File: src/rtl/ctrl_sequencer_pkg.sv
// Shared types for the accumulator CPU control sequencer.
// Optional interrupt support is enabled with CTRL_IRQ_EN.
package ctrl_pkg;

    typedef enum logic [2:0] {
        FETCH,
        DECODE,
        EXECUTE,
        WRITEBACK,
        SKIP,
        HALTED,
        IRQ
    } state_e;

    localparam logic [2:0] OP_HLT = 3'd0;
    localparam logic [2:0] OP_SKZ = 3'd1;
    localparam logic [2:0] OP_ADD = 3'd2;
    localparam logic [2:0] OP_AND = 3'd3;
    localparam logic [2:0] OP_XOR = 3'd4;
    localparam logic [2:0] OP_LDA = 3'd5;
    localparam logic [2:0] OP_STO = 3'd6;
    localparam logic [2:0] OP_JMP = 3'd7;

    typedef struct packed {
        logic pc_en;
        logic pc_load;
        logic halt;
        logic acc_load;
        logic acc_sel;
        logic imem_en;
        logic dmem_en;
        logic dmem_we;
        logic jmp;
    } strobe_t;

    function automatic logic is_data_op(input logic [2:0] op);
        return op inside {OP_ADD, OP_AND, OP_XOR, OP_LDA, OP_STO};
    endfunction

endpackage

File: src/rtl/ctrl_sequencer_if.sv
// Sequencer-to-datapath bundle: memory handshakes, flags and strobes.
// irq/irq_ack exist only when CTRL_IRQ_EN is defined.
interface ctrl_sequencer_if #(
    parameter int OPCODE_W = 3,
    parameter int CNT_W    = 16
);
    logic [OPCODE_W-1:0] opcode;
    logic                is_zero;
    logic                imem_ready;
    logic                dmem_ready;
    logic                resume;
    logic                pc_en;
    logic                pc_load;
    logic                halt;
    logic                acc_load;
    logic                acc_sel;
    logic                imem_en;
    logic                dmem_en;
    logic                dmem_we;
    logic                jmp;
    logic                err;
    logic [CNT_W-1:0]    instr_cnt;
`ifdef CTRL_IRQ_EN
    logic                irq;
    logic                irq_ack;

    modport master (
        input  opcode, is_zero, imem_ready, dmem_ready, resume, irq,
        output pc_en, pc_load, halt, acc_load, acc_sel,
        output imem_en, dmem_en, dmem_we, jmp, err, instr_cnt, irq_ack
    );

    modport slave (
        output opcode, is_zero, imem_ready, dmem_ready, resume, irq,
        input  pc_en, pc_load, halt, acc_load, acc_sel,
        input  imem_en, dmem_en, dmem_we, jmp, err, instr_cnt, irq_ack
    );
`else
    modport master (
        input  opcode, is_zero, imem_ready, dmem_ready, resume,
        output pc_en, pc_load, halt, acc_load, acc_sel,
        output imem_en, dmem_en, dmem_we, jmp, err, instr_cnt
    );

    modport slave (
        output opcode, is_zero, imem_ready, dmem_ready, resume,
        input  pc_en, pc_load, halt, acc_load, acc_sel,
        input  imem_en, dmem_en, dmem_we, jmp, err, instr_cnt
    );
`endif
endinterface

File: src/rtl/ctrl_sequencer_decode.sv
// ctrl_decode: combinational strobe decode from state and latched opcode.
// The IRQ state decodes to vector load + ack only when CTRL_IRQ_EN is defined.
module ctrl_decode
    import ctrl_pkg::*;
#(
    parameter int OPCODE_W = 3
) (
    input  state_e              state,
    input  logic [OPCODE_W-1:0] ir,
    input  logic                dmem_ready,
    input  logic                is_zero,
    output strobe_t             strb,
    output logic                data_op,
    output logic                hlt_op,
    output logic                skip_take
`ifdef CTRL_IRQ_EN
    , output logic              irq_ack
`endif
);

    logic       nop;
    logic [2:0] op;
    logic       sto_op;
    logic       lda_op;
    logic       jmp_op;
    logic       skz_op;

    // Opcodes wider than the defined set decode as NOP.
    if (OPCODE_W > 3) begin : g_wide
        assign nop = |ir[OPCODE_W-1:3];
    end else begin : g_narrow
        assign nop = 1'b0;
    end

    assign op      = ir[2:0];
    assign data_op = !nop && is_data_op(op);
    assign hlt_op  = !nop && (op == OP_HLT);
    assign sto_op  = !nop && (op == OP_STO);
    assign lda_op  = !nop && (op == OP_LDA);
    assign jmp_op  = !nop && (op == OP_JMP);
    assign skz_op  = !nop && (op == OP_SKZ);

    assign skip_take = (state == WRITEBACK) && skz_op && is_zero;

    always_comb begin
        strb = '0;
`ifdef CTRL_IRQ_EN
        irq_ack = 1'b0;
`endif
        unique case (state)
            FETCH: begin
                strb.imem_en = 1'b1;
            end
            DECODE: begin
                strb.imem_en = 1'b1;
                strb.dmem_en = data_op;
            end
            EXECUTE: begin
                if (data_op) begin
                    strb.dmem_en  = 1'b1;
                    strb.dmem_we  = sto_op;
                    strb.acc_load = dmem_ready && !sto_op;
                    strb.acc_sel  = dmem_ready && lda_op;
                end
                strb.jmp = jmp_op;
            end
            WRITEBACK: begin
                strb.pc_load = jmp_op;
                strb.jmp     = jmp_op;
                strb.pc_en   = !jmp_op;
            end
            SKIP: begin
                strb.pc_en = 1'b1;
            end
            HALTED: begin
                strb.halt = 1'b1;
            end
            IRQ: begin
`ifdef CTRL_IRQ_EN
                strb.pc_load = 1'b1;
                irq_ack      = 1'b1;
`endif
            end
            default: begin
                strb = '0;
            end
        endcase
    end

endmodule

File: src/rtl/ctrl_sequencer.sv
// Multi-cycle control sequencer for the accumulator CPU.
// Define CTRL_IRQ_EN to add the irq/irq_ack interrupt entry path.
module ctrl_sequencer
    import ctrl_pkg::*;
#(
    parameter int OPCODE_W = 3,
    parameter int CNT_W    = 16,
    parameter int MAX_WAIT = 15
) (
    input logic              clk,
    input logic              rst,
    ctrl_sequencer_if.master bus
);

    localparam int WAIT_W = $clog2(MAX_WAIT + 1);

    state_e              state;
    state_e              state_n;
    logic [OPCODE_W-1:0] ir;
    logic [WAIT_W-1:0]   wait_cnt;
    logic                err;
    logic [CNT_W-1:0]    instr_cnt;

    strobe_t strb;
    logic    data_op;
    logic    hlt_op;
    logic    skip_take;
    logic    irq_req;
    logic    stalled;
    logic    at_limit;
    logic    timeout;
    logic    retire;

`ifdef CTRL_IRQ_EN
    logic irq_ack;
    assign irq_req     = bus.irq;
    assign bus.irq_ack = irq_ack;
`else
    assign irq_req = 1'b0;
`endif

    ctrl_decode #(
        .OPCODE_W (OPCODE_W)
    ) u_decode (
        .state      (state),
        .ir         (ir),
        .dmem_ready (bus.dmem_ready),
        .is_zero    (bus.is_zero),
        .strb       (strb),
        .data_op    (data_op),
        .hlt_op     (hlt_op),
        .skip_take  (skip_take)
`ifdef CTRL_IRQ_EN
        , .irq_ack  (irq_ack)
`endif
    );

    // A stall is any cycle spent waiting on a memory ready.
    assign stalled  = ((state == FETCH) && !bus.imem_ready) ||
                      ((state == EXECUTE) && data_op && !bus.dmem_ready);
    assign at_limit = (wait_cnt == WAIT_W'(MAX_WAIT - 1));

    always_ff @(posedge clk or posedge rst) begin
        if (rst) begin
            state <= FETCH;
        end else begin
            state <= state_n;
        end
    end

    always_comb begin
        state_n = state;
        timeout = 1'b0;
        unique case (state)
            FETCH: begin
                if (bus.imem_ready) begin
                    state_n = DECODE;
                end else if (at_limit) begin
                    timeout = 1'b1;
                    state_n = HALTED;
                end
            end
            DECODE: begin
                state_n = EXECUTE;
            end
            EXECUTE: begin
                if (hlt_op) begin
                    state_n = HALTED;
                end else if (!data_op || bus.dmem_ready) begin
                    state_n = WRITEBACK;
                end else if (at_limit) begin
                    timeout = 1'b1;
                    state_n = HALTED;
                end
            end
            WRITEBACK: begin
                if (skip_take) begin
                    state_n = SKIP;
                end else begin
                    state_n = irq_req ? IRQ : FETCH;
                end
            end
            SKIP: begin
                state_n = irq_req ? IRQ : FETCH;
            end
            HALTED: begin
                if (bus.resume && !err) begin
                    state_n = WRITEBACK;
                end
            end
            IRQ: begin
                state_n = FETCH;
            end
            default: begin
                state_n = FETCH;
            end
        endcase
    end

    // An instruction retires when the sequencer leaves its last step.
    assign retire = ((state == WRITEBACK) && (state_n != SKIP)) ||
                    (state == SKIP);

    always_ff @(posedge clk or posedge rst) begin
        if (rst) begin
            ir        <= '0;
            wait_cnt  <= '0;
            err       <= 1'b0;
            instr_cnt <= '0;
        end else begin
            if ((state == FETCH) && bus.imem_ready) begin
                ir <= bus.opcode;
            end
            if (state_n != state) begin
                wait_cnt <= '0;
            end else if (stalled) begin
                wait_cnt <= wait_cnt + 1'b1;
            end
            if (timeout) begin
                err <= 1'b1;
            end
            if (retire) begin
                instr_cnt <= instr_cnt + 1'b1;
            end
        end
    end

    assign bus.pc_en     = strb.pc_en;
    assign bus.pc_load   = strb.pc_load;
    assign bus.halt      = strb.halt;
    assign bus.acc_load  = strb.acc_load;
    assign bus.acc_sel   = strb.acc_sel;
    assign bus.imem_en   = strb.imem_en;
    assign bus.dmem_en   = strb.dmem_en;
    assign bus.dmem_we   = strb.dmem_we;
    assign bus.jmp       = strb.jmp;
    assign bus.err       = err;
    assign bus.instr_cnt = instr_cnt;

endmodule
File: src/flat_wrapper.sv
// flat-port wrapper written by rule: the top's interface ports become plain ports
module ctrl_sequencer_flat import ctrl_pkg::*;
#(
    parameter int OPCODE_W = 3,
    parameter int CNT_W    = 16,
    parameter int MAX_WAIT = 15
)
  (clk, rst, bus_opcode, bus_is_zero, bus_imem_ready, bus_dmem_ready, bus_resume, bus_pc_en, bus_pc_load, bus_halt, bus_acc_load, bus_acc_sel, bus_imem_en, bus_dmem_en, bus_dmem_we, bus_jmp, bus_err, bus_instr_cnt);
  ctrl_sequencer_if #(.OPCODE_W(OPCODE_W), .CNT_W(CNT_W)) bus_i ();
  input logic clk;
  input logic rst;
  input wire logic [$bits(bus_i.opcode)-1:0] bus_opcode;
  input wire logic [$bits(bus_i.is_zero)-1:0] bus_is_zero;
  input wire logic [$bits(bus_i.imem_ready)-1:0] bus_imem_ready;
  input wire logic [$bits(bus_i.dmem_ready)-1:0] bus_dmem_ready;
  input wire logic [$bits(bus_i.resume)-1:0] bus_resume;
  output wire logic [$bits(bus_i.pc_en)-1:0] bus_pc_en;
  output wire logic [$bits(bus_i.pc_load)-1:0] bus_pc_load;
  output wire logic [$bits(bus_i.halt)-1:0] bus_halt;
  output wire logic [$bits(bus_i.acc_load)-1:0] bus_acc_load;
  output wire logic [$bits(bus_i.acc_sel)-1:0] bus_acc_sel;
  output wire logic [$bits(bus_i.imem_en)-1:0] bus_imem_en;
  output wire logic [$bits(bus_i.dmem_en)-1:0] bus_dmem_en;
  output wire logic [$bits(bus_i.dmem_we)-1:0] bus_dmem_we;
  output wire logic [$bits(bus_i.jmp)-1:0] bus_jmp;
  output wire logic [$bits(bus_i.err)-1:0] bus_err;
  output wire logic [$bits(bus_i.instr_cnt)-1:0] bus_instr_cnt;
  assign bus_i.opcode = bus_opcode;
  assign bus_i.is_zero = bus_is_zero;
  assign bus_i.imem_ready = bus_imem_ready;
  assign bus_i.dmem_ready = bus_dmem_ready;
  assign bus_i.resume = bus_resume;
  assign bus_pc_en = bus_i.pc_en;
  assign bus_pc_load = bus_i.pc_load;
  assign bus_halt = bus_i.halt;
  assign bus_acc_load = bus_i.acc_load;
  assign bus_acc_sel = bus_i.acc_sel;
  assign bus_imem_en = bus_i.imem_en;
  assign bus_dmem_en = bus_i.dmem_en;
  assign bus_dmem_we = bus_i.dmem_we;
  assign bus_jmp = bus_i.jmp;
  assign bus_err = bus_i.err;
  assign bus_instr_cnt = bus_i.instr_cnt;
  ctrl_sequencer #(.OPCODE_W(OPCODE_W), .CNT_W(CNT_W), .MAX_WAIT(MAX_WAIT)) u_core (.clk(clk), .rst(rst), .bus(bus_i));
endmodule
File: config.mk
export PLATFORM = sky130hd
export DESIGN_NAME = ctrl_sequencer_flat
export DESIGN_NICKNAME = d
export VERILOG_FILES = /design/src/rtl/ctrl_sequencer_pkg.sv /design/src/rtl/ctrl_sequencer_if.sv /design/src/rtl/ctrl_sequencer_decode.sv /design/src/rtl/ctrl_sequencer.sv /design/src/flat_wrapper.sv
export SDC_FILE = /design/constraint.sdc
export NUM_CORES = 1
export LEC_CHECK = 0
export CAP_MARGIN = 20
export CORE_MARGIN = 1
export CORE_UTILIZATION = 50
export DETAILED_ROUTE_END_ITERATION = 8
export PLACE_DENSITY = 0.77
export RECOVER_POWER = 50
export SETUP_SLACK_MARGIN = 0.02
export SLEW_MARGIN = 20
export SYNTH_ARGS = -nofsm -noshare
export SYNTH_HDL_FRONTEND = slang
export SYNTH_HIERARCHICAL = 1
export SYNTH_SLANG_ARGS = --single-unit
File: constraint.sdc
create_clock -name clk -period 2.1 [get_ports clk]
set_clock_uncertainty 0.15 [all_clocks]
set_input_delay 0.21 -clock clk [delete_from_list [all_inputs] [get_ports clk]]
set_output_delay 0.21 -clock clk [all_outputs]
set_load 0.02 [all_outputs]
Word-level counts from Yosys, hierarchy flattened:

Index checks and enable logic that the tools add are counted.

* add/sub/neg operators: 2
* eq/ne operators: 15
* muxes and demuxes: 24
* reduce and logical (&&, ||, !) cells: 25

Operators with widths (count)
* equality test 3 bit, second input constant: 6
* two-way mux 3 bit: 6
* adder 16 x 1 -> 16 bit, second input constant: 1
* one-hot mux 3 bit (5 select lines): 1
* equality test 3 x 2 -> 1 bit, second input constant: 4
* logical AND 1 bit: 10
* two-way mux 1 bit: 9
* two-way mux 4 bit: 2
* equality test 3 x 1 -> 1 bit, second input constant: 2
* logical NOT 1 bit: 6
* logical NOT 3 bit: 2
* two-way mux 2 bit: 3
* one-hot mux 1 bit (2 select lines): 3
* nonzero test 5 bit: 1
* adder 4 x 1 -> 4 bit, second input constant: 1
* equality test 4 bit, second input constant: 1
* OR reduction 2 bit: 2
* logical OR 1 bit: 3
* inequality test 3 bit: 1
* inequality test 3 bit, second input constant: 1
* nonzero test 2 bit: 1

* bits in registers: 27
* bits of input ports: 9
* output and inout port bits: 26
* logic and storage cells: 71

Logic depth before layout (Yosys ltp):

Gate-level depths: netlist of run 1.

* word-level depth: 10
* mapped depth: 7
* depth with buffers taken out: 6

Cells and area by module:

Netlist of run 1, hierarchy kept.

Modules (own cells, without submodules)
* ctrl_sequencer: instances 1, cells an instance 135, area each 1448.9 µm²
* ctrl_decode: instances 1, cells an instance 25, area each 182.7 µm²

Least setup slack after synthesis of run 1:

No wires, ideal clock.

* path type: register to register
* start: register u_core.state[1]
* end: register u_core.instr_cnt[11] (netlist: u_core/bus.instr_cnt[11])
* library setup time: 130 ps
* data arrival time: 1645 ps
* data required time: 1820 ps
* setup slack: 174 ps
* cell stages (with the launch flop): 8
* period minus slack after synthesis: 1926 ps
* cell sequence: dfrtp_1 nand3b_1 nor4_2 and4bb_1 or2_4 buf_6 nand4_1 xnor2_1

* word-level cells in the longest chain between the ends: 8

Ends and longest elaborated chain
* start, declared: RTL line ctrl_sequencer.sv:17 `state_e state;`
* start signal, assigned: RTL line ctrl_sequencer.sv:67 `state <= state_n;`
* equality test 3 x 2 -> 1 bit: RTL line ctrl_sequencer_decode.sv:43 `assign skip_take = (state == WRITEBACK) && skz_op && is_zero;`
* logical AND 1 bit (2 in series): RTL line ctrl_sequencer_decode.sv:43
* net u_core.skip_take: RTL line ctrl_sequencer.sv:27 `logic skip_take;`
* two-way mux 3 bit: RTL line ctrl_sequencer.sv:97 `if (skip_take) begin`
* one-hot mux 3 bit (5 select lines): RTL line ctrl_sequencer.sv:74 `unique case (state)`
* inequality test 3 bit: RTL line ctrl_sequencer.sv:121 `assign retire = ((state == WRITEBACK) && (state_n != SKIP)) ||`
* logical AND 1 bit: RTL line ctrl_sequencer.sv:121
* logical OR 1 bit: RTL line ctrl_sequencer.sv:121
* end signal, assigned: RTL line ctrl_sequencer.sv:143 `instr_cnt <= instr_cnt + 1'b1;`
* end, declared: RTL line ctrl_sequencer.sv:22 `logic [CNT_W-1:0] instr_cnt;`

The timed path passes the listed nets, and every way through them passes these cells.
A chain may end at the register's enable or synchronous reset.

Worst setup path after layout of run 1:

* start: register u_core.ir[0]
* end: register u_core.instr_cnt[1] (netlist: u_core/bus.instr_cnt[1])

RTL lines
* start, declared: RTL line ctrl_sequencer.sv:19 `logic [OPCODE_W-1:0] ir;`
* start signal, assigned: RTL line ctrl_sequencer.sv:132 `ir <= bus.opcode;`
* equality test 3 x 1 -> 1 bit: RTL line ctrl_sequencer_decode.sv:41 `assign skz_op = !nop && (op == OP_SKZ);`
* logical AND 1 bit (2 in series): RTL line ctrl_sequencer_decode.sv:43
* net u_core.skip_take: RTL line ctrl_sequencer.sv:27
* two-way mux 3 bit: RTL line ctrl_sequencer.sv:97
* one-hot mux 3 bit (5 select lines): RTL line ctrl_sequencer.sv:74
* inequality test 3 bit: RTL line ctrl_sequencer.sv:121
* logical AND 1 bit: RTL line ctrl_sequencer.sv:121
* logical OR 1 bit: RTL line ctrl_sequencer.sv:121

The timed path passes the listed nets, and every way through them passes these cells.

==> results of run 1 <==
registers in the layout, indices dropped and copies added, names as in the netlist:
register              cells
u_core/bus.instr_cnt     16
u_core/wait_cnt           4
u_core/ir                 3
u_core/state              3
u_core/bus.err            1
worst paths after layout:
kind / endpoint / slack [ps] / cells after the start
max in group asynchronous: u_core/ir[1] / 390 / 3
min: u_core/ir[0] / 340 / 2
min in group asynchronous: u_core/wait_cnt[0] / 490 / 3
max reg2reg: u_core/bus.instr_cnt[1] / 80 / 6
max: u_core/bus.instr_cnt[1] / 80 / 6
min reg2reg: u_core/bus.instr_cnt[15] / 340 / 1
cells by family (layout without fill, tap and decap cells):
family                   Yosys count  after routing  synth area share
flip-flops                        27             27             0.414
adder cells (fa/ha/maj)            3              3            0.0230
XOR/XNOR                          20             20             0.107
buffers and inverters             12             56            0.0491
multiplexers                       4              4            0.0276
AND/OR/NAND/NOR                   71             72             0.284
AO/OA/AOI/OAI                     23             23            0.0943
per-layer routing:
metal	part of all wire	vias to the layer above	wire length, µm
li1	-	665	-
met1	0.43	667	1490
met2	0.53	30	1840
met3	0.027	4	94
met4	0.012	0	42
met5	0	-	0
placed cells by master (no fill, tap or decap), types with 7 or more instances in the layout:
| cell type | Yosys | routed |
|---|---|---|
| xnor2_1 | 15 | 15 |
| clkdlybuf4s50_1 | 0 | 19 |
| dlygate4sd2_1 | 0 | 7 |
| dfrtp_1 | 27 | 25 |
| nor2_1 | 9 | 9 |
| nand2_1 | 13 | 12 |
| buf_4 | 1 | 10 |
| and3_1 | 7 | 7 |
power breakdown:
part / internal, µW / total (µW) / leakage (µW) / switching [µW]
combinational: 592 / 1280 / 0.000584 / 692
sequential: 633 / 745 / 0.000357 / 112
clock: 74.5 / 221 / 0.0000150 / 146
total: 1300 / 2250 / 0.000956 / 950
stage by stage:
| stage | utilization | setup TNS (ps) | instance area, µm² | setup WS (ps) | cells |
|---|---|---|---|---|---|
| after detailed placement | 0.656 | 0 | 2020 | 32.1 | 238 |
| after floorplan | - | 0 | 1630 | 174 | 160 |
| after global placement | 0.656 | 0 | 2020 | 44.4 | 238 |
| final | 0.684 | 0 | 2100 | 78.1 | 249 |
| after CTS | 0.674 | 0 | 2070 | 35.7 | 247 |
| after global routing | 0.684 | -12.8 | 2100 | -7.45 | 249 |
Yosys cell counts (4+ instances only):
| cell type | count |
|---|---|
| inv_1 | 5 |
| nor2_1 | 9 |
| xnor2_1 | 15 |
| buf_6 | 4 |
| o21ai_0 | 7 |
| dfrtp_1 | 27 |
| and2_1 | 4 |
| nor3_1 | 5 |
| nand2_1 | 13 |
| and3_1 | 7 |
| nand2b_1 | 4 |
| mux2_2 | 4 |
| xor2_1 | 5 |
| nand4_1 | 6 |
worst max-delay path: cells and delay by family, from the launching register on:
family	cells	cell delay [ps]
buffers and inverters	1	130
AND/OR/NAND/NOR	4	920
multiplexers	1	310
flip-flops	1	420
repair_timing:
item / CTS / global route
setup buffers: 5 / 1
endpoints found under the setup margin: 8 / 16
gates resized for setup: 10 / 11
cloned: 0 / 1
pin swaps: 0 / 3
cell type report:
cell class              instances  area (µm²)  area share
multi-input cells             122         907       0.431
clock buffers                   4        26.3      0.0125
repair buffers                 47         419       0.199
well taps                      44        55.1      0.0262
flip-flops and latches         27         678       0.322
inverters                       5        18.8     0.00892
==> impl_metrics.tcl, run 1 <==
set metrics [dict create \
    cp-end-kind "register" \
    powerDensity_mw_per_mm2 1070 \
    start_kind "register" \
    groute.usage.overall 0.212 \
    crit_fanout 7 \
    syn2layout_area_growth_pct 29.0 \
    worst_slew_pin_slew_ps 1400 \
    synth_edf_count 0 \
    netlist_area_mm2 0.00163 \
    finalHoldViolations 0 \
    crit_type "reg2reg" \
    fin_crit_sh 0.963 \
    synth_area_per_cell_um2 10.2 \
    synth_area_leaders "dfrtp_1 (41%), xnor2_1 (8.1%), nand2_1 (3.0%)" \
    drc 0 \
    port_buffers 34 \
    clockBufferDepth 2 \
    finalSetupViolCount 0 \
    num_vias 1366 \
    syn_nets 172 \
    fmax_mhz 495 \
    fp.dieArea_mm2 0.00350 \
    use_met3 0.0240 \
    vdd_drop_max_uv 639 \
    clk_pin_slew_ps 130 \
    slowest_stage "dfrtp_1" \
    yosys.cell_types.count 45 \
    use_met1 0.263 \
    clkLatencyLatePin_ps 320 \
    syn_inst 160 \
    power.total_uw 2250 \
    fin_hold_ws_ps 335 \
    ys_ff_latch 27 \
    grt_use_met2 0.377 \
    layout-drive-gt1-share 0.176 \
    antenna_found_initial 0 \
    cts_buffers 3 \
    grt_pass1_vias 1257 \
    finalMaxSlewViolations 0 \
    fp.dieW_um 59.1 \
    clkSinkCount 27 \
    grt.overflow.total 0 \
    crit_start "u_core/ir[0]" \
    rows 20 \
    die_h_um 59.1 \
    rsz0062_at_grt "true" \
    grt_most_used_layer "met2" \
    grt_pass1_wl_mm 5.57 \
    cp_data_arrival_time_ps 2100 \
    vias_per_cell 5.49 \
    outcome "completed" \
    root_buffer "clkbuf_4" \
    wl_mm 3.46 \
    drv_cap 0 \
    synth_top_area_frac 0.414 \
    ys_seq_area_frac 0.414 \
    detail-route-antenna-nets 0 \
    gp_congestion 0.781 \
    grt_max_degree 28 \
    async_flop_share 1.00 \
    yosys.area.top_type "dfrtp_1" \
    slew_headroom 0.0646 \
    ios 35 \
    drtIter0Drc 75 \
    diodes 0 \
    ys.flop_type "dfrtp_1" \
    min_from "bus_opcode[0]" \
    timing.final.crit_period_ps 2020 \
    synth_warnings 6 \
    timing.rr.start "u_core/ir[0]" \
    hp-class "in2reg" \
    initial_core_util 0.530 \
    design.core.area_mm2 0.00308 \
    wl_per_cell_um 13.9 \
    hold_buffers 0 \
    required_ps 2180 \
    leakage_uw 0.000956 \
    nNetsFinal 218 \
    dpl.hpwl_mm 2.48 \
    crit_chain "buf_6 > nand2_4 > nor4_4 > and4bb_2 > or2_4 > mux2_4" \
    cpPeakStageDelay_ps 420 \
    fillerInstances 238 \
    htreeDepth 1 \
    firstDrtPassIters 4 \
    cts_tree "built" \
]
Power figures use the tool's default switching activity.
==> run 2: changes to the inputs <==
GPL_TIMING_DRIVEN = 0   (was default)
==> run 2 against run 1 <==
Against the previous run:
- total power rose by 1.2%
- clock-buffer cell count did not move
- critical path depth fell by 3
- register-to-register slack improved by 20 ps
==> impl_metrics.tcl, run 2 (synthesized netlist as in run 1, its figures left out) <==
set metrics [dict create \
    outcome "completed" \
    rows 20 \
    finalHoldViolations 0 \
    fin_crit_sh 0.957 \
    fin_util 0.700 \
    ios 35 \
    largest_register_ffs 16 \
    vdd_drop_max_uv 855 \
    port_buffers 34 \
    diodes 0 \
    dpl.hpwl_mm 2.40 \
    leakage_uw 0.000958 \
    grt_pass1_wl_mm 5.51 \
    htreeDepth 1 \
    grt_max_degree 28 \
    clk_pin_slew_ps 130 \
    drc 0 \
    num_vias 1333 \
    clkSinkCount 27 \
    antenna_found_initial 0 \
    worst_slew_pin_slew_ps 914 \
    layout_common_cells "clkdlybuf4s50_1 (25), dfrtp_1 (24), xnor2_1 (15)" \
    cp_data_arrival_time_ps 1650 \
    hold_buffers 0 \
    fp.dieArea_mm2 0.00350 \
    gp_congestion 0.758 \
    grt_pass1_vias 1285 \
    required_ps 1740 \
    fin_cells 251 \
    cts_tree "built" \
    timing.final.crit_period_ps 2010 \
    layout-drive-gt1-share 0.188 \
    syn2layout_area_growth_pct 32.0 \
    clockBufferDepth 2 \
    crit_start "u_core/state[1]" \
    reg.largest.list "u_core/bus.instr_cnt: 16 flops, u_core/wait_cnt: 4 flops" \
    nNetsFinal 220 \
    rsz0062_at_grt "true" \
    groute.usage.overall 0.207 \
    cp-end-kind "output port" \
    vias_per_cell 5.31 \
    slew_headroom 0.387 \
    crit_fanout 8 \
    drtIter0Drc 43 \
    crit_type "reg2out" \
    fmax_mhz 498 \
    die_h_um 59.1 \
    root_buffer "clkbuf_4" \
    hp-class "in2async" \
    final_common_cell "clkdlybuf4s50_1" \
    wl_per_cell_um 13.5 \
    timing.rr.start "u_core/state[2]" \
    initial_core_util 0.530 \
    regMostFlops "u_core/bus.instr_cnt" \
    placed_cells 238 \
    detail-route-antenna-nets 0 \
    clkLatencyLatePin_ps 310 \
    powerDensity_mw_per_mm2 1060 \
    finalMaxSlewViolations 0 \
    fp.dieW_um 59.1 \
    wl_mm 3.39 \
    firstDrtPassIters 4 \
    start_kind "register" \
    drv_cap 0 \
    design.core.area_mm2 0.00308 \
    cts_buffers 3 \
    finalSetupViolCount 0 \
    grt.overflow.total 0 \
]
-- run 2: cell types whose count changed in the layout (fill, tap and decap cells not counted), sizes merged --
| cell | delta |
|---|---|
| clkdlybuf4s15 | -1 |
| inv | -1 |
| clkinv | +1 |
| dlygate4sd1 | +1 |
| buf | +3 |
| dlygate4sd3 | -5 |
| clkdlybuf4s50 | +6 |
| or2 | -1 |
| clkbuf | -1 |
-- run 2: layout make-up --
type,instances,area [µm²]
inverters,5,18.8
multi-input cells,121,893
well taps,44,55.1
repair buffers,43,415
clock buffers,4,26.3
flip-flops and latches,27,679
fillers,259,925
plain buffers,7,65.1
-- run 2: per-layer routing --
layer	part of all wire	track usage	vias to the layer above
met3	0.034	0.0240	6
met4	0.011	0.0680	0
met5	0	0	-
li1	-	-	667
met1	0.42	0.244	635
met2	0.54	0.388	25
-- run 2: path summary, 6_finish.rpt --
| check | endpoint | slack [ps] | cells past startpoint |
|---|---|---|---|
| max | bus_imem_en | 90 | 3 |
| min | u_core/wait_cnt[1] | 260 | 2 |
| max reg2reg | u_core/bus.instr_cnt[13] | 100 | 7 |
| min reg2reg | u_core/bus.instr_cnt[15] | 340 | 1 |
| max in group asynchronous | u_core/state[0] | 1080 | 2 |
| min in group clk | u_core/bus.instr_cnt[15] | 340 | 1 |
-- run 2: metrics by stage --
step / setup WS [ps] / hold slack, ps / area (µm²) / power [µW] / TNS (ps)
6_report: 90.7 / 259 / 2150 / 2280 / 0
5_1_grt: -22.4 / 306 / 2150 / 2450 / -25.7
4_1_cts: 23.4 / 302 / 2050 / 2140 / 0
3_5_place_dp: -104 / 315 / 2030 / 1940 / -914
3_3_place_gp: -76.2 / 315 / 2030 / 1900 / -607
2_1_floorplan: 174 / 113 / 1630 / 1580 / 0
-- run 2: report_power, final --
| group | internal (µW) | leakage [µW] | switching [µW] |
|---|---|---|---|
| clock network | 74.1 | 0.0000150 | 139 |
| logic | 634 | 0.000587 | 656 |
| registers | 633 | 0.000355 | 140 |
| total | 1340 | 0.000958 | 935 |
-- run 2: what timing repair did --
item | CTS | global route
endpoints found under the setup margin | 24 | 17
cloned | 0 | 1
gates resized for setup | 10 | 8
buffers inserted | 1 | 7
pin swaps | 1 | 1
-- run 2: critical path: stages (launching register included) --
cell	delay (ps)
dfrtp_2	480
buf_4	150
nor2_1	90
clkdlybuf4s50_1	610
